`config.mk`:
```
export PLATFORM = sky130hd
export DESIGN_NAME = memory_access_arbiter
export DESIGN_NICKNAME = d
export VERILOG_FILES = /design/src/rtl/memory_access_arbiter_pkg.sv /design/src/rtl/memory_access_arbiter_request_slot.sv /design/src/rtl/memory_access_arbiter.sv
export SDC_FILE = /design/constraint.sdc
export NUM_CORES = 1
export LEC_CHECK = 0
export ABC_AREA = 1
export BUFFER_PORTS_ARGS = -buffer_cell sky130_fd_sc_hd__buf_2
export CAP_MARGIN = 20
export CORE_ASPECT_RATIO = 0.7
export CORE_MARGIN = 2
export CORE_UTILIZATION = 35
export DETAILED_ROUTE_END_ITERATION = 12
export PLACE_DENSITY = 0.61
export SLEW_MARGIN = 20
export SYNTH_ARGS = -nofsm -noshare
export SYNTH_HDL_FRONTEND = slang
export SYNTH_HIERARCHICAL = 1
export SYNTH_SLANG_ARGS = --single-unit
```
`constraint.sdc`:
```
create_clock -name clk -period 3.65 [get_ports clk]
set_input_delay 0.1825 -clock clk [delete_from_list [all_inputs] [get_ports clk]]
set_output_delay 0.1825 -clock clk [all_outputs]
set_load 0.01 [all_outputs]
```
`src/rtl/memory_access_arbiter_pkg.sv`:
```
// Shared types and constants for the fetch/data memory arbiter.
// Holds FSM states, port ids, the request bundle and the arbitration pick.
// No timing of its own; consumed by the slot and the top.
package memory_access_arbiter_pkg;

    typedef enum logic [1:0] {
        ST_IDLE       = 2'd0,
        ST_ISSUE      = 2'd1,
        ST_WAIT_RDATA = 2'd2
    } state_t;

    localparam logic PORT_INST = 1'b0;
    localparam logic PORT_DATA = 1'b1;

    localparam logic [31:0] ADDR_NOP_DEFAULT = 32'hffff_ffff;

    typedef struct packed {
        logic [31:0] addr;
        logic        write;
        logic [31:0] wdata;
        logic [31:0] wmask;
    } req_t;

    // With both ports pending, fair mode alternates away from the last winner.
    function automatic logic pick_port(input logic fair, input logic i_pend,
                                       input logic d_pend, input logic last_grant);
        if (i_pend && d_pend) begin
            return fair ? ~last_grant : PORT_DATA;
        end
        return d_pend ? PORT_DATA : PORT_INST;
    endfunction

endpackage

```
`src/rtl/memory_access_arbiter_request_slot.sv`:
```
// request_slot: one-entry request buffer in front of the arbiter.
// Latency: loads on start&ready, visible the next cycle; clears on retire.
// Backpressure: slot_rdy is low from the cycle after load until clear.
module request_slot
    import memory_access_arbiter_pkg::*;
(
    input  logic        clk,
    input  logic        rst_n,
    input  logic        load,
    input  logic        clear,
    input  logic [31:0] req_addr,
    input  logic        req_write,
    input  logic [31:0] req_wdata,
    input  logic [31:0] req_wmask,
    output logic        slot_vld,
    output logic        slot_rdy,
    output logic [31:0] slot_addr,
    output logic        slot_write,
    output logic [31:0] slot_wdata,
    output logic [31:0] slot_wmask
);

    req_t slot_q;

    always_ff @(posedge clk or negedge rst_n) begin
        if (!rst_n) begin
            slot_vld <= 1'b0;
            slot_q   <= '0;
        end else if (clear) begin
            slot_vld <= 1'b0;
        end else if (load && !slot_vld) begin
            slot_vld <= 1'b1;
            slot_q   <= '{addr: req_addr, write: req_write, wdata: req_wdata, wmask: req_wmask};
        end
    end

    assign slot_rdy   = !slot_vld;
    assign slot_addr  = slot_q.addr;
    assign slot_write = slot_q.write;
    assign slot_wdata = slot_q.wdata;
    assign slot_wmask = slot_q.wmask;

endmodule

```
`src/rtl/memory_access_arbiter.sv`:
```
// memory_access_arbiter: shares one unaligned memory controller port between fetch and data.
// Latency: 1 cycle arbitration, then issue; read data returned 1 cycle after mem_rdata_valid.
// Backpressure: each port holds one request (cmd_ready low until retired); ISSUE holds on mem_cmd_ready.
module memory_access_arbiter
    import memory_access_arbiter_pkg::*;
#(
    parameter int          FAIR     = 1,
    parameter logic [31:0] ADDR_NOP = ADDR_NOP_DEFAULT
) (
    input  logic        clk,
    input  logic        rst_n,
    input  logic        i_cmd_start,
    output logic        i_cmd_ready,
    input  logic [31:0] i_addr,
    output logic [31:0] i_rdata,
    output logic        i_rdata_valid,
    input  logic        d_cmd_start,
    input  logic        d_cmd_write,
    output logic        d_cmd_ready,
    input  logic [31:0] d_addr,
    input  logic [31:0] d_wdata,
    input  logic [31:0] d_wmask,
    output logic [31:0] d_rdata,
    output logic        d_rdata_valid,
    output logic        mem_cmd_start,
    output logic        mem_cmd_write,
    input  logic        mem_cmd_ready,
    output logic [31:0] mem_addr,
    output logic [31:0] mem_wdata,
    output logic [31:0] mem_wmask,
    input  logic [31:0] mem_rdata,
    input  logic        mem_rdata_valid
);

    logic        i_vld, d_vld;
    logic        i_clear, d_clear;
    logic [31:0] i_s_addr, i_s_wdata, i_s_wmask;
    logic [31:0] d_s_addr, d_s_wdata, d_s_wmask;
    logic        i_s_write, d_s_write;
    req_t        i_slot, d_slot, cur;

    state_t      state, state_nxt;
    logic        sel, sel_nxt;
    logic        last_grant, last_grant_nxt;
    logic        retire;
    logic        i_pulse_nxt, d_pulse_nxt;

    // Fetch is read-only, so its slot never carries write data.
    request_slot u_i_slot (
        .clk        (clk),
        .rst_n      (rst_n),
        .load       (i_cmd_start & i_cmd_ready),
        .clear      (i_clear),
        .req_addr   (i_addr),
        .req_write  (1'b0),
        .req_wdata  (32'h0),
        .req_wmask  (32'h0),
        .slot_vld   (i_vld),
        .slot_rdy   (i_cmd_ready),
        .slot_addr  (i_s_addr),
        .slot_write (i_s_write),
        .slot_wdata (i_s_wdata),
        .slot_wmask (i_s_wmask)
    );

    request_slot u_d_slot (
        .clk        (clk),
        .rst_n      (rst_n),
        .load       (d_cmd_start & d_cmd_ready),
        .clear      (d_clear),
        .req_addr   (d_addr),
        .req_write  (d_cmd_write),
        .req_wdata  (d_wdata),
        .req_wmask  (d_wmask),
        .slot_vld   (d_vld),
        .slot_rdy   (d_cmd_ready),
        .slot_addr  (d_s_addr),
        .slot_write (d_s_write),
        .slot_wdata (d_s_wdata),
        .slot_wmask (d_s_wmask)
    );

    assign i_slot = '{addr: i_s_addr, write: i_s_write, wdata: i_s_wdata, wmask: i_s_wmask};
    assign d_slot = '{addr: d_s_addr, write: d_s_write, wdata: d_s_wdata, wmask: d_s_wmask};
    assign cur    = (sel == PORT_DATA) ? d_slot : i_slot;

    assign i_clear = retire && (sel == PORT_INST);
    assign d_clear = retire && (sel == PORT_DATA);

    always_ff @(posedge clk or negedge rst_n) begin
        if (!rst_n) begin
            state         <= ST_IDLE;
            sel           <= PORT_INST;
            last_grant    <= PORT_INST;
            i_rdata_valid <= 1'b0;
            d_rdata_valid <= 1'b0;
            i_rdata       <= '0;
            d_rdata       <= '0;
        end else begin
            state         <= state_nxt;
            sel           <= sel_nxt;
            last_grant    <= last_grant_nxt;
            i_rdata_valid <= i_pulse_nxt;
            d_rdata_valid <= d_pulse_nxt;
            if (i_pulse_nxt) begin
                i_rdata <= mem_rdata;
            end
            if (d_pulse_nxt) begin
                d_rdata <= mem_rdata;
            end
        end
    end

    always_comb begin
        state_nxt      = state;
        sel_nxt        = sel;
        last_grant_nxt = last_grant;
        retire         = 1'b0;
        i_pulse_nxt    = 1'b0;
        d_pulse_nxt    = 1'b0;
        mem_cmd_start  = 1'b0;
        mem_cmd_write  = 1'b0;
        mem_addr       = ADDR_NOP;
        mem_wdata      = '0;
        mem_wmask      = '0;

        case (state)
            ST_IDLE: begin
                if (i_vld || d_vld) begin
                    sel_nxt        = pick_port(FAIR != 0, i_vld, d_vld, last_grant);
                    last_grant_nxt = sel_nxt;
                    state_nxt      = ST_ISSUE;
                end
            end
            ST_ISSUE: begin
                mem_addr      = cur.addr;
                mem_cmd_write = cur.write;
                mem_wdata     = cur.wdata;
                mem_wmask     = cur.wmask;
                mem_cmd_start = mem_cmd_ready;
                if (mem_cmd_ready) begin
                    // Stores are posted: the slot frees as soon as downstream takes it.
                    if (cur.write) begin
                        retire    = 1'b1;
                        state_nxt = ST_IDLE;
                    end else begin
                        state_nxt = ST_WAIT_RDATA;
                    end
                end
            end
            ST_WAIT_RDATA: begin
                mem_addr = cur.addr;
                if (mem_rdata_valid) begin
                    retire      = 1'b1;
                    i_pulse_nxt = (sel == PORT_INST);
                    d_pulse_nxt = (sel == PORT_DATA);
                    state_nxt   = ST_IDLE;
                end
            end
            default: state_nxt = ST_IDLE;
        endcase
    end

endmodule

```
Word-level counts from Yosys, hierarchy flattened
Index checks and enable logic that the tools add are counted.
Word-level totals
  flip-flop bits (word level): 200
  word-level logic and storage cells: 68
  output and inout port bits: 166
Cells by class
  bitwise gates (word level): 5
  equal/unequal tests: 5
  multiplexer cells: 29
  reductions and logical operators: 16
Operator list (count)
  97-bit 2-to-1 mux: 1
  32-bit 2-to-1 mux: 3
  1-bit 2-to-1 mux: 19
  2-bit 2-to-1 mux: 4
  2-bit != test, second input constant: 3
  2-bit one-hot mux with 3 select lines: 1
  2-bit AND reduction: 3
  1-bit logical AND: 5
  2-bit nonzero test: 2
  1-bit inverter: 3
  3-bit AND reduction: 1
  1-bit bitwise AND: 2
  2-bit by 1-bit equality test with 1-bit output, second input constant: 1
  2-bit equality test, second input constant: 1
  1-bit zero test: 2
  2-bit zero test: 1
  1-bit one-hot mux with 2 select lines: 1
  2-bit OR reduction: 1
  1-bit logical OR: 1

Longest topological paths before layout
  depth after elaboration: 7
  gate-level depth with buffers: 15
  depth with buffers taken out: 12

Hierarchy
The synthesis kept the hierarchy.
By module, submodules not included
  request_slot: seq. area each 2452.4 µm², cells each 425, instances 2, area an instance 3826.2 µm²
  memory_access_arbiter: seq. area each 1726.7 µm², cells each 608, instances 1, area an instance 4078.9 µm²

Worst setup path after synthesis
OpenSTA, ideal clock, no wires.
  path kind: register -> register
  start point: reg state[1]
  end point: reg u_d_slot.slot_q, in the netlist u_d_slot/slot_addr[0]
  cell stages (with the launch flop): 15
  setup slack: 1.780 ns
  buffers on the path: 2
  library setup time: 0.066 ns
  period minus slack after synthesis: 1.870 ns
  data required time: 3.584 ns
  data arrival time: 1.804 ns
  cell sequence: dfrtp_1 inv_1 ha_1 nand2_1 inv_1 nand2_1 nand2_1 nand2_1 nor2_1 nor2_4 nand2_2 buf_2 buf_2 nand2_1 nand2_1
On the way
  word-level cells in the longest chain between the ends: 5
  elaborated cells between the ends (all ways): 6
  those cells by class: eq/ne: 2; mux: 1; bitwise: 1; reduce/logical: 2
Ends and longest elaborated chain
  from (decl): line memory_access_arbiter.sv:42  | state_t state, state_nxt;
  from (signal assigned): line memory_access_arbiter.sv:100  | state <= state_nxt;
  2-bit equality test or 2-bit by 1-bit equality test with 1-bit output (tied branches): line memory_access_arbiter.sv:127  | case (state)
  1-bit one-hot mux with 2 select lines *: line memory_access_arbiter.sv:127
  1-bit logical AND *: line memory_access_arbiter.sv:88  | assign d_clear = retire && (sel == PORT_DATA);
  net d_clear: line memory_access_arbiter.sv:36  | logic i_clear, d_clear;
  1-bit inverter (no source line) *
  2-bit AND reduction (no source line) *
  to (signal assigned): line memory_access_arbiter_request_slot.sv:33  | slot_q <= '{addr: req_addr, write: req_write, wdata: req_wdata, wmask: req_wmask};
  to (decl): line memory_access_arbiter_request_slot.sv:23  | req_t slot_q;
The timed path passes the listed nets; every way through them passes the cells marked *.
A chain may end at the register's enable or synchronous reset.

Worst setup path in the final report
  start point: reg sel
  end point: reg u_d_slot.slot_q, in the netlist u_d_slot/slot_wmask[16]
On the way
  word-level cells in the longest chain between the ends: 7
Ends and longest elaborated chain
  from (decl): line memory_access_arbiter.sv:43  | logic sel, sel_nxt;
  from (signal assigned): line memory_access_arbiter.sv:101  | sel <= sel_nxt;
  97-bit 2-to-1 mux: line memory_access_arbiter.sv:85  | assign cur = (sel == PORT_DATA) ? d_slot : i_slot;
  1-bit 2-to-1 mux: line memory_access_arbiter.sv:143  | if (cur.write) begin
  1-bit 2-to-1 mux: line memory_access_arbiter.sv:141  | if (mem_cmd_ready) begin
  1-bit one-hot mux with 2 select lines: line memory_access_arbiter.sv:127
  1-bit logical AND *: line memory_access_arbiter.sv:88
  net d_clear: line memory_access_arbiter.sv:36
  1-bit inverter (no source line) *
  2-bit AND reduction (no source line) *
Marked as above.

==> results.cfg <==
[place]
hpwl_microns = 21220
gp_congestion = 0.7956
io_buffers = 332

[logic_synthesis]
synth_top_area_cell = dfrtp_1
synthCells = 1458
synth_common_cells = nand2_1 (530), dfrtp_1 (265), nand3_1 (229), nor2_1 (134), o21ai_0 (116)
seq_area_frac_synth_pct = 56.53
synth_most_common_cell = nand2_1
synth_flop_cell = dfrtp_1
synth_top_area_share_pct = 56.53
synth_edf_count = 0
synthArstFlopShare_pct = 100.0
synth_area_leaders = dfrtp_1 (57%), nand2_1 (17%), nand3_1 (9.8%), o21ai_0 (4.9%), nor2_1 (4.3%)
yosysWarningCount = 6
syn_area_sq_um = 11730
syn_area_per_cell_sq_um = 8.046
synth_seq_cells = 265
synth_cell_types = 20

[setup_path]
critPathSlowestCell = buf_4
crit_path_start = sel
cp_max_fo = 79
cp_num_buf_inv = 2
crit_chain = clkinv_2, nand2_1, nand2_1, nand2_1, nand2_1, nand2_1, nor2_1, nor2_4, nand2_4, buf_4, nand2_1, nand2_1
critPathKind = flop to flop
crit_top_cell = nand2_1
r2r-end = u_d_slot/slot_wmask[16]
path_depth = 12
rr_worst_depth = 12
cpLargestDelayFamily = simple AND/OR/NAND/NOR gates
max_stage_delay_ns = 0.72
critPathCaptureType = flop
start_kind = flop
crit_end = u_d_slot/slot_wmask[16]
reg2reg_from = sel
cp_data_arrival_time_ns = 3.32
rrSetupSlack_ns = 0.79
cp.required_ns = 4.11

[die]
ios = 333
design.core.area_sq_um = 33280
die_x_microns = 222.8
start_util_pct = 35.25
dieArea_sq_um = 35020
die_h_microns = 157.2
std_cell_rows = 56

[clocking]
ctsResizeCount = 0
numCtsBuffers = 28
root_buffer = clkbuf_16
postCtsSetupRepairBufs = 0
postCtsHoldBufs = 162
h-tree-depth = 1
cts_sinks = 265
clk_pin_slew_ns = 0.06
clock_latency_ns = 0.55
cts_tree = built
clk_path_buf_depth = 3

[power]
vdd_drop_max_v = 0.0003629
pwr-share-clk_pct = 22.5
leakage_uw = 0.008919
intPower_uw = 8051
combPwrFrac_pct = 39.8
power_density_nw_per_um2 = 813.7
sw_frac_of_total_pct = 39.81
pwr-share-seq_pct = 37.7
p_switching_uw = 5325

[grt]
overflow = 0
antenna_found_initial = 1
grt_pass1_vias = 10940
track_usage_pct = 19.89
grt_pass1_wl_microns = 57080
grt_max_degree = 117

[outcome]
outcome = completed

[timing]
period_share_pct = 78.39
setup_viol = 0
setup-tns-final_ns = 0
fin_worst_skew_ns = 0.03013
final_max_slew_viol_count = 0
maxSlewHeadroom_pct = 26.65
hold_slack_ns = 0.07175
min_period_ns = 2.861
rsz0062_at_grt = no
finalHoldViolations = 0
clock.fmax_mhz = 349.5
tightestPinTransition_ns = 1.100

[route]
drc_errors = 0
vias_per_cell = 4.689
drt_wl_total_microns = 35580
drt_iter0_markers = 761
ant_nets = 0
dr.pass1.iters = 5
vias = 11282
avgRoutedWirePerCell_microns = 14.79

[finish]
fillers = 3138
antenna_cells = 0
syn_to_final_growth_pct = 40.12
finalNetCount = 2122
drive_above_1_share_pct = 20.29

[min_path]
hold_class = primary input to flop

[job]
drv_cap = 0
==> cell families (layout without fill, tap and decap cells) <==
kind of cell	count (synthesis)	count (layout)	synth area share [%]
compound gates	133	133	5.717
simple gates	899	899	31.48
buf+inv	157	606	5.919
other cells	1	65	0.03197
flops	265	265	56.53
fa+ha+maj	3	3	0.3200
==> how the worst min path moves through the flow <==
stage	from	to	cells after the start
6_report	mem_cmd_ready	state[1]	5
4_1_cts	mem_cmd_ready	state[1]	5
3_5_place_dp	rst_n	u_d_slot/slot_wdata[0]	1
3_3_place_gp	rst_n	u_d_slot/slot_wmask[28]	1
5_1_grt	mem_cmd_ready	state[0]	5
2_1_floorplan	rst_n	d_rdata[0]	0
==> flip-flops by register name, indices dropped and copies added (netlist names) <==
signal / count
u_i_slot/slot_vld: 1
u_i_slot/slot_addr: 32
d_rdata: 32
u_d_slot/slot_addr: 32
u_i_slot/slot_wdata: 32
i_rdata_valid: 1
u_d_slot/slot_wdata: 32
u_i_slot/slot_wmask: 32
sel: 1
u_d_slot/slot_wmask: 32
d_rdata_valid: 1
i_rdata: 32
u_i_slot/slot_write: 1
u_d_slot/slot_vld: 1
state: 2
u_d_slot/slot_write: 1
==> area by class of cell <==
class                   instances  area, sq um  share of cell area [%]
clock buffers                  41        820.8                   4.993
clock inverters                 8        143.9                  0.8753
inverters                      48        183.9                   1.119
multi-input cells            1100         4667                   28.39
flip-flops and latches        265         6635                   40.36
well taps                     435        544.3                   3.311
repair buffers                509         3443                   20.95
==> routing by layer <==
metal,vias up,GRT usage (%),share of wire (%),routed length [microns]
met3,48,3.920,5.9,2083
met4,0,4.602,1.9,684
met5,-,0,0,0
li1,5559,-,-,-
met1,5348,28.09,47,16600
met2,327,31.68,46,16210
==> power groups by stage <==
| stage | Sequential (uW) | Clock (uW) | Combinational (uW) |
|---|---|---|---|
| finish | 5040 | 3020 | 5320 |
| global route | 5230 | 3230 | 6010 |
| CTS | 5030 | 3110 | 5350 |
| detailed placement | 5060 | 0 | 5210 |
| global placement | 5020 | 0 | 5120 |
| floorplan | 5050 | 0 | 3150 |
==> worst register-to-register path: cells and delay by family, from the launching register on <==
family | cells | cell delay [ns]
AND/OR/NAND/NOR | 10 | 1.28
buffers and inverters | 2 | 0.99
flip-flops | 1 | 0.50
==> per-stage QoR <==
step | total power (uW) | utilization (%) | cell area (sq um) | instances | setup WS, ns
2_1_floorplan | 8195 | - | 11970 | 1522 | 1.780
3_3_place_gp | 10140 | 41.59 | 13840 | 2195 | 1.003
3_5_place_dp | 10270 | 41.59 | 13840 | 2195 | 0.9281
4_1_cts | 13500 | 49.36 | 16430 | 2406 | 0.8170
5_1_grt | 14470 | 49.39 | 16440 | 2406 | 0.5780
6_report | 13380 | 49.39 | 16440 | 2406 | 0.7887
==> cells in the final DEF, fill, tap and decap left out, drive strengths merged <==
| cell | synthesis | final |
|---|---|---|
| bufinv | 0 | 4 |
| clkinv | 0 | 7 |
| clkbuf | 48 | 41 |
| o31ai | 1 | 1 |
| buf | 61 | 347 |
| nand2 | 532 | 532 |
| dlygate4sd3 | 0 | 162 |
| o21ai | 131 | 131 |
| nor2 | 136 | 136 |
| nand3 | 231 | 231 |
| a21boi | 1 | 1 |
| ha | 3 | 3 |
| conb | 1 | 65 |
| inv | 48 | 45 |
| dfrtp | 265 | 265 |
Note: power is estimated with default switching activity, not from simulation.
